==> config.mk <==
export PLATFORM = sky130hd
export DESIGN_NAME = ioctl_dn_router_flat
export DESIGN_NICKNAME = d
export VERILOG_FILES = /design/src/rtl/ioctl_dn_pkg.sv /design/src/rtl/ioctl_dn_router_if.sv /design/src/rtl/ioctl_cfg_shadow.sv /design/src/rtl/ioctl_dn_router.sv /design/src/flat_wrapper.sv
export SDC_FILE = /design/constraint.sdc
export NUM_CORES = 1
export LEC_CHECK = 0
export CAP_MARGIN = 15
export CORE_MARGIN = 2
export CORE_UTILIZATION = 45
export CTS_BUF_LIST = sky130_fd_sc_hd__clkbuf_2
export CTS_CLUSTER_DIAMETER = 100
export DETAILED_ROUTE_END_ITERATION = 10
export GPL_TIMING_DRIVEN = 0
export HOLD_SLACK_MARGIN = 0.15
export PLACE_DENSITY = 0.78
export SKIP_CTS_REPAIR_TIMING = 1
export SLEW_MARGIN = 20
export SYNTH_ARGS = -nofsm -noshare
export SYNTH_HDL_FRONTEND = slang
export SYNTH_SLANG_ARGS = --single-unit
==> constraint.sdc <==
create_clock -name clk_sys -period 1.64 [get_ports clk_sys]
set_input_delay 0.328 -clock clk_sys [delete_from_list [all_inputs] [get_ports clk_sys]]
set_output_delay 0.328 -clock clk_sys [all_outputs]
set_load 0.02 [all_outputs]
==> src/rtl/ioctl_dn_pkg.sv <==
// Shared types for the HPS download router: FSM state encoding and default download indices.
package ioctl_dn_pkg;

  typedef enum logic [2:0] {
    ST_IDLE,
    ST_ROM,
    ST_CFG,
    ST_SKIP,
    ST_FINISH
  } dn_state_e;

  localparam int DEF_ROM_INDEX = 0;
  localparam int DEF_CFG_INDEX = 1;

endpackage

==> src/rtl/ioctl_dn_router_if.sv <==
// HPS download bus in, per-region ROM write bus out; master = HPS side, slave = router.
interface ioctl_dn_router_if #(
  parameter int ADDR_W     = 25,
  parameter int NUM_REGION = 2
);
  logic                  ioctl_download;
  logic [7:0]            ioctl_index;
  logic                  ioctl_wr;
  logic [ADDR_W-1:0]     ioctl_addr;
  logic [7:0]            ioctl_dout;
  logic [NUM_REGION-1:0] rom_wr;
  logic [ADDR_W-1:0]     rom_addr;
  logic [7:0]            rom_data;

  modport master (
    output ioctl_download, ioctl_index, ioctl_wr, ioctl_addr, ioctl_dout,
    input  rom_wr, rom_addr, rom_data
  );

  modport slave (
    input  ioctl_download, ioctl_index, ioctl_wr, ioctl_addr, ioctl_dout,
    output rom_wr, rom_addr, rom_data
  );
endinterface

==> src/rtl/ioctl_cfg_shadow.sv <==
// Config shadow bank: loaded from the live config at session start, edited byte-wise,
// committed atomically so the core never sees a half-written config.
module ioctl_cfg_shadow #(
  parameter int ADDR_W    = 25,
  parameter int CFG_BYTES = 4
) (
  input  logic                   clk_sys,
  input  logic                   reset_n,
  input  logic                   load,
  input  logic                   wr_en,
  input  logic                   commit,
  input  logic [ADDR_W-1:0]      addr,
  input  logic [7:0]             data,
  output logic [CFG_BYTES*8-1:0] cfg,
  output logic                   cfg_valid
);

  logic [CFG_BYTES*8-1:0] shadow_q, shadow_d;
  logic [CFG_BYTES*8-1:0] cfg_q, cfg_d;
  logic                   cfg_valid_q, cfg_valid_d;

  always_comb begin
    shadow_d    = shadow_q;
    cfg_d       = cfg_q;
    cfg_valid_d = cfg_valid_q;
    if (load) begin
      shadow_d = cfg_q;
    end else if (wr_en) begin
      // addresses at or beyond CFG_BYTES match no byte and are dropped
      for (int i = 0; i < CFG_BYTES; i++) begin
        if (addr == ADDR_W'(i)) shadow_d[i*8 +: 8] = data;
      end
    end
    if (commit) begin
      cfg_d       = shadow_q;
      cfg_valid_d = 1'b1;
    end
  end

  always_ff @(posedge clk_sys or negedge reset_n) begin
    if (!reset_n) begin
      shadow_q    <= '0;
      cfg_q       <= '0;
      cfg_valid_q <= 1'b0;
    end else begin
      shadow_q    <= shadow_d;
      cfg_q       <= cfg_d;
      cfg_valid_q <= cfg_valid_d;
    end
  end

  assign cfg       = cfg_q;
  assign cfg_valid = cfg_valid_q;

endmodule

==> src/rtl/ioctl_dn_router.sv <==
// Routes HPS ioctl downloads to per-region ROM write strobes or a committed config bank.
// Optional running byte checksum of ROM strobes when DN_CHECKSUM_EN is defined.
module ioctl_dn_router
  import ioctl_dn_pkg::*;
#(
  parameter int ADDR_W      = 25,
  parameter int NUM_REGION  = 2,
  parameter int REGION_LOG2 = 16,
  parameter int CFG_BYTES   = 4,
  parameter int ROM_INDEX   = DEF_ROM_INDEX,
  parameter int CFG_INDEX   = DEF_CFG_INDEX
) (
  input  logic                   clk_sys,
  input  logic                   reset_n,
  ioctl_dn_router_if.slave       bus,
  output logic [CFG_BYTES*8-1:0] cfg,
  output logic                   cfg_valid,
  output logic                   dn_busy,
  output logic                   dn_done,
  output logic                   dn_err
`ifdef DN_CHECKSUM_EN
  ,
  output logic [7:0]             checksum
`endif
);

  localparam int RW = ADDR_W - REGION_LOG2;

  dn_state_e             state_q, state_d;
  dn_state_e             sess_q, sess_d;
  logic [NUM_REGION-1:0] rom_wr_q, rom_wr_d;
  logic [ADDR_W-1:0]     rom_addr_q, rom_addr_d;
  logic [7:0]            rom_data_q, rom_data_d;
  logic                  dn_err_q, dn_err_d;
  logic [RW-1:0]         region;
  logic                  rom_entry;

  assign region = bus.ioctl_addr[ADDR_W-1:REGION_LOG2];

  // session type is latched on entry so index changes mid-session are ignored
  always_comb begin
    state_d = state_q;
    sess_d  = sess_q;
    case (state_q)
      ST_IDLE: begin
        if (bus.ioctl_download) begin
          if (bus.ioctl_index == 8'(ROM_INDEX))      state_d = ST_ROM;
          else if (bus.ioctl_index == 8'(CFG_INDEX)) state_d = ST_CFG;
          else                                       state_d = ST_SKIP;
          sess_d = state_d;
        end
      end
      ST_ROM, ST_CFG, ST_SKIP: begin
        if (!bus.ioctl_download) state_d = ST_FINISH;
      end
      ST_FINISH: state_d = ST_IDLE;
      default:   state_d = ST_IDLE;
    endcase
  end

  assign rom_entry = (state_q == ST_IDLE) && (state_d == ST_ROM);

  always_comb begin
    rom_wr_d   = '0;
    rom_addr_d = rom_addr_q;
    rom_data_d = rom_data_q;
    dn_err_d   = dn_err_q;
    if (rom_entry) dn_err_d = 1'b0;
    if (state_q == ST_ROM && bus.ioctl_wr) begin
      if (region < RW'(NUM_REGION)) begin
        for (int i = 0; i < NUM_REGION; i++) begin
          rom_wr_d[i] = (region == RW'(i));
        end
        rom_addr_d = ADDR_W'(bus.ioctl_addr[REGION_LOG2-1:0]);
        rom_data_d = bus.ioctl_dout;
      end else begin
        dn_err_d = 1'b1;
      end
    end
  end

  always_ff @(posedge clk_sys or negedge reset_n) begin
    if (!reset_n) begin
      state_q    <= ST_IDLE;
      sess_q     <= ST_IDLE;
      rom_wr_q   <= '0;
      rom_addr_q <= '0;
      rom_data_q <= '0;
      dn_err_q   <= 1'b0;
    end else begin
      state_q    <= state_d;
      sess_q     <= sess_d;
      rom_wr_q   <= rom_wr_d;
      rom_addr_q <= rom_addr_d;
      rom_data_q <= rom_data_d;
      dn_err_q   <= dn_err_d;
    end
  end

  ioctl_cfg_shadow #(
    .ADDR_W    (ADDR_W),
    .CFG_BYTES (CFG_BYTES)
  ) u_shadow (
    .clk_sys   (clk_sys),
    .reset_n   (reset_n),
    .load      ((state_q == ST_IDLE) && (state_d == ST_CFG)),
    .wr_en     ((state_q == ST_CFG) && bus.ioctl_wr),
    .commit    ((state_q == ST_FINISH) && (sess_q == ST_CFG)),
    .addr      (bus.ioctl_addr),
    .data      (bus.ioctl_dout),
    .cfg       (cfg),
    .cfg_valid (cfg_valid)
  );

`ifdef DN_CHECKSUM_EN
  logic [7:0] checksum_q, checksum_d;

  always_comb begin
    checksum_d = checksum_q;
    if (rom_entry)      checksum_d = '0;
    else if (|rom_wr_q) checksum_d = checksum_q + rom_data_q;
  end

  always_ff @(posedge clk_sys or negedge reset_n) begin
    if (!reset_n) checksum_q <= '0;
    else          checksum_q <= checksum_d;
  end

  assign checksum = checksum_q;
`endif

  assign bus.rom_wr   = rom_wr_q;
  assign bus.rom_addr = rom_addr_q;
  assign bus.rom_data = rom_data_q;
  assign dn_err       = dn_err_q;
  assign dn_done      = (state_q == ST_FINISH);
  assign dn_busy      = (state_q == ST_ROM) || ((state_q == ST_FINISH) && (sess_q == ST_ROM));

endmodule

==> src/flat_wrapper.sv <==
// flat-port wrapper written by rule: the top's interface ports become plain ports
module ioctl_dn_router_flat import ioctl_dn_pkg::*;
#(
  parameter int ADDR_W      = 25,
  parameter int NUM_REGION  = 2,
  parameter int REGION_LOG2 = 16,
  parameter int CFG_BYTES   = 4,
  parameter int ROM_INDEX   = DEF_ROM_INDEX,
  parameter int CFG_INDEX   = DEF_CFG_INDEX
)
  (clk_sys, reset_n, cfg, cfg_valid, dn_busy, dn_done, dn_err, bus_ioctl_download, bus_ioctl_index, bus_ioctl_wr, bus_ioctl_addr, bus_ioctl_dout, bus_rom_wr, bus_rom_addr, bus_rom_data);
  ioctl_dn_router_if #(.ADDR_W(ADDR_W), .NUM_REGION(NUM_REGION)) bus_i ();
  input  logic clk_sys;
  input  logic reset_n;
  output logic [CFG_BYTES*8-1:0] cfg;
  output logic cfg_valid;
  output logic dn_busy;
  output logic dn_done;
  output logic dn_err;
  input wire logic [$bits(bus_i.ioctl_download)-1:0] bus_ioctl_download;
  input wire logic [$bits(bus_i.ioctl_index)-1:0] bus_ioctl_index;
  input wire logic [$bits(bus_i.ioctl_wr)-1:0] bus_ioctl_wr;
  input wire logic [$bits(bus_i.ioctl_addr)-1:0] bus_ioctl_addr;
  input wire logic [$bits(bus_i.ioctl_dout)-1:0] bus_ioctl_dout;
  output wire logic [$bits(bus_i.rom_wr)-1:0] bus_rom_wr;
  output wire logic [$bits(bus_i.rom_addr)-1:0] bus_rom_addr;
  output wire logic [$bits(bus_i.rom_data)-1:0] bus_rom_data;
  assign bus_i.ioctl_download = bus_ioctl_download;
  assign bus_i.ioctl_index = bus_ioctl_index;
  assign bus_i.ioctl_wr = bus_ioctl_wr;
  assign bus_i.ioctl_addr = bus_ioctl_addr;
  assign bus_i.ioctl_dout = bus_ioctl_dout;
  assign bus_rom_wr = bus_i.rom_wr;
  assign bus_rom_addr = bus_i.rom_addr;
  assign bus_rom_data = bus_i.rom_data;
  ioctl_dn_router #(.ADDR_W(ADDR_W), .NUM_REGION(NUM_REGION), .REGION_LOG2(REGION_LOG2), .CFG_BYTES(CFG_BYTES), .ROM_INDEX(ROM_INDEX), .CFG_INDEX(CFG_INDEX)) u_core (.clk_sys(clk_sys), .reset_n(reset_n), .bus(bus_i), .cfg(cfg), .cfg_valid(cfg_valid), .dn_busy(dn_busy), .dn_done(dn_done), .dn_err(dn_err));
endmodule
==> results by group <==
Route
  – Drt first pass iters: 4
  – Via density: 5.41
  – First DRT Iteration DRCs: 191
  – WL/cell: ~18 um
  – DRC: 0
  – Routed vias: between 3000 and 4000
  – Wirelength, routed: 11.2 mm
  – Antenna Nets Post-Route: 0

Die
  – Core area: ~9200 um2
  – Site Rows: 35
  – Die Area: 10100 um2
  – Die Span Y: between 100 and 150 um
  – Die X: 101 um
  – # IOs: 116
  – Initial Util: roughly 46%

Timing
  – PnR worst setup slack: -0.391 ns
  – Final Cycle Share: 124%
  – Setup TNS: -13.15 ns
  – Tmin final: about 2 ns
  – Clk_skew: between 0.02 and 0.025 ns
  – Final Max Tran Viols: 0
  – Measured slew at the worst slew-check pin: between 0.6 and 0.7 ns
  – Final setup fails: 69
  – Final hold violation count: 0
  – FMAX: 492 MHz
  – Hold Slack: around 0.27 ns
  – Rel. slew slack: between 50% and 60%
  – RSZ-0062 raised after global routing: yes

Pwr
  – Worst vdd rail ir drop: around 0.43 mV
  – Leakage: 3.97 nW
  – Power Dens Cells: around 640 nW/um2

Critical path
  – Crit-path max FO: 6
  – CP max stage delay: 0.45 ns
  – Crit-path cells: buf_4, buf_6, nor4b_4, and4_4, buf_6, nand4b_4, buf_12, nand3_1, o211ai_1
  – Slowest cell on crit path: dfrtp_1
  – Crit path DAT: roughly 2.5 ns
  – Worst Setup End Kind: flop
  – Worst Path Required: between 2 and 2.5 ns
  – R2R depth: 9
  – CP Class: reg -> reg
  – CP delay by family, top: simple AND/OR/NAND/NOR gates
  – R2R Path Start: u_core.state_q[2]
  – Reg2reg end: u_core.u_shadow.shadow_q[20]
  – CP Buf/Inv Count: 4
  – FF-to-FF setup slack: -0.39 ns
  – Crit-path most repeated cell: buf_6
  – Startpoint types: flop

Outcome
  – Failing checks: negative setup slack
  – Status: finished, violations left

Logic synthesis
  – Post-synth EDFFs: 0
  – Adder-Cell Fraction of Synth Area: 0%
  – Ranking of synthesized cells by area: dfrtp_1 58%, mux2_2 15%, nand3_1 4.8%
  – YS warnings: 0
  – Ys flop type: dfrtp_1
  – Synth Area in Simple Gates: 17.9%
  – Count leader, synth: dfrtp_1
  – Post-Synth XOR/XNOR Area: 0%
  – Synth unique cells: 33
  – Register area share after synthesis: about 58%
  – Seq cells post-synth: 97
  – Top-area cell type share of the netlist area: between 50% and 60%
  – Netlist Area Pre-Place: 4210 um2
  – Mean cell area of the mapped netlist: ~12 um2
  – Largest family of logic cells by synthesized area: simple AND/OR/NAND/NOR gates
  – Async SR Flop Fraction: between 90% and 100%
  – Most frequent cells after synthesis: 97 x dfrtp_1, 56 x mux2_2, 43 x nand2_1
  – Synthesized instance count: between 300 and 400
  – Post-synthesis compound-gate area fraction: under 10%
  – Cell taking the most area after synthesis: dfrtp_1
  – Multiplexer share of the synthesized area: roughly 15%

Cells and area
  – Nets: 548
  – Reg area: ~2400 um2
  – Multi-input logic area: roughly 1800 um2
  – Layout cells sized above 1: 35.0%
  – Area Growth Syn to Fin: 51.0%
  – # diodes: 0
  – Filler cells: between 600 and 700

Global routing
  – Largest net degree at the start of global routing: 74
  – Final global-route overflow total: 0
  – Met1 Track Usage GR: a little over a quarter
  – Initial antenna violation count: 0
  – GRT Total Usage: about 21%
  – First-pass GRT wire length: about 16 mm
  – Vias in the first global route: between 3000 and 4000
  – GR Util met2: about a third
  – Grt met3 use: 4.30%
  – Top Usage Layer GRT: met2

Clock tree
  – Root buffer cell: clkbuf_2
  – CTS tree: built
  – Clock sinks: 97
  – CTS Buf Count: 9
  – Max Root-Sink Buffers: 2
  – Clock transition at path regs: 0.27 ns
  – Worst-Skew Late Latency: roughly 0.56 ns
  – H-Tree Depth: 3

Placement
  – # port buffers: between 100 and 150
  – Placer Congestion: 0.779
  – Final HPWL DP: 7.28 mm

Run
  – Max-Cap Viols: 0

Hold path
  – Hold Crit Class: in -> async
cell families after synthesis:
logic type / Yosys count
AO/OA/AOI/OAI: 28
buffers and inverters: 31
flip-flops: 97
multiplexers: 56
other: 1
AND/OR/NAND/NOR: 129
where the power goes:
part	internal [W]	switching (W)	leakage, nW	total [W]
registers	0.00242	0.0000206	1.33	0.00244
logic	0.000238	0.000233	2.57	0.000472
clock network	0.000372	0.000789	0.0684	0.00116
total	0.00304	0.00104	3.97	0.00408
final cells by class:
class	instances	share of cell area (%)
inverter	2	0.118
tap	111	2.19
clock buffer	12	0.945
sequential	97	38.2
buffer	29	4.39
timing repair buffer	142	25.1
clock inverter	4	0.847
multi-input combinational	222	28.1
how the worst max path moves through the flow:
stage	start	to	slack [ns]	depth (start not counted)
after global placement	reset_n	u_core.u_shadow.shadow_q[20]	-3.23	1
after detailed placement	bus_ioctl_index[6]	u_core.u_shadow.shadow_q[7]	-0.68	7
after global routing	u_core.state_q[2]	dn_busy	-0.45	5
final	u_core.state_q[2]	u_core.u_shadow.shadow_q[20]	-0.39	9
after CTS	u_core.state_q[2]	dn_busy	-0.92	5
after floorplan	u_core.state_q[2]	u_core.u_shadow.shadow_q[5]	0.0008	6
cell usage in the layout (no fill, tap or decap), types with 3 or more instances in the layout:
cell type,instances
mux2_2,55
nor4_1,3
clkdlybuf4s50_1,43
dfrtp_1,96
conb_1,9
dlymetal6s2s_1,56
nand3_1,25
clkbuf_16,3
buf_4,27
buf_6,27
nand2_1,40
nor3_1,3
nand3_2,15
dlygate4sd3_1,3
o211ai_1,24
nor2_1,9
clkbuf_2,17
nand3b_1,9
layer usage:
layer / share of wire [%] / up-vias
met1: 42 / 1701
met3: 4.9 / 18
met2: 52 / 94
met5: 0 / -
met4: 1.6 / 0
li1: - / 1535
registers in the layout, indices dropped and copies added (netlist names):
name,count
u_core.bus.rom_wr,2
u_core.u_shadow.cfg,32
u_core.state_q,3
u_core.bus.rom_data,8
u_core.u_shadow.shadow_q,32
u_core.bus.rom_addr,16
u_core.dn_err,1
u_core.u_shadow.cfg_valid,1
u_core.sess_q,2
worst register-to-register path, cell delays in order (launching register included):
cell	delay, ns
dfrtp_1	0.45
buf_4	0.15
buf_6	0.12
nor4b_4	0.25
and4_4	0.31
buf_6	0.12
nand4b_4	0.18
buf_12	0.20
nand3_1	0.07
o211ai_1	0.09
metrics by stage:
step           area (um2)  utilization (%)  total power, W  instances  setup WS [ns]
2_1_floorplan        4260                -         0.00263        350       0.000755
5_1_grt              6350             69.4         0.00424        619         -0.455
3_5_place_dp         5490             59.9         0.00289        568         -0.684
3_3_place_gp         5460             59.6         0.00287        567          -3.23
4_1_cts              5600             61.2         0.00403        584         -0.924
6_report             6350             69.4         0.00408        619         -0.391
Power figures use the tool's default switching activity.
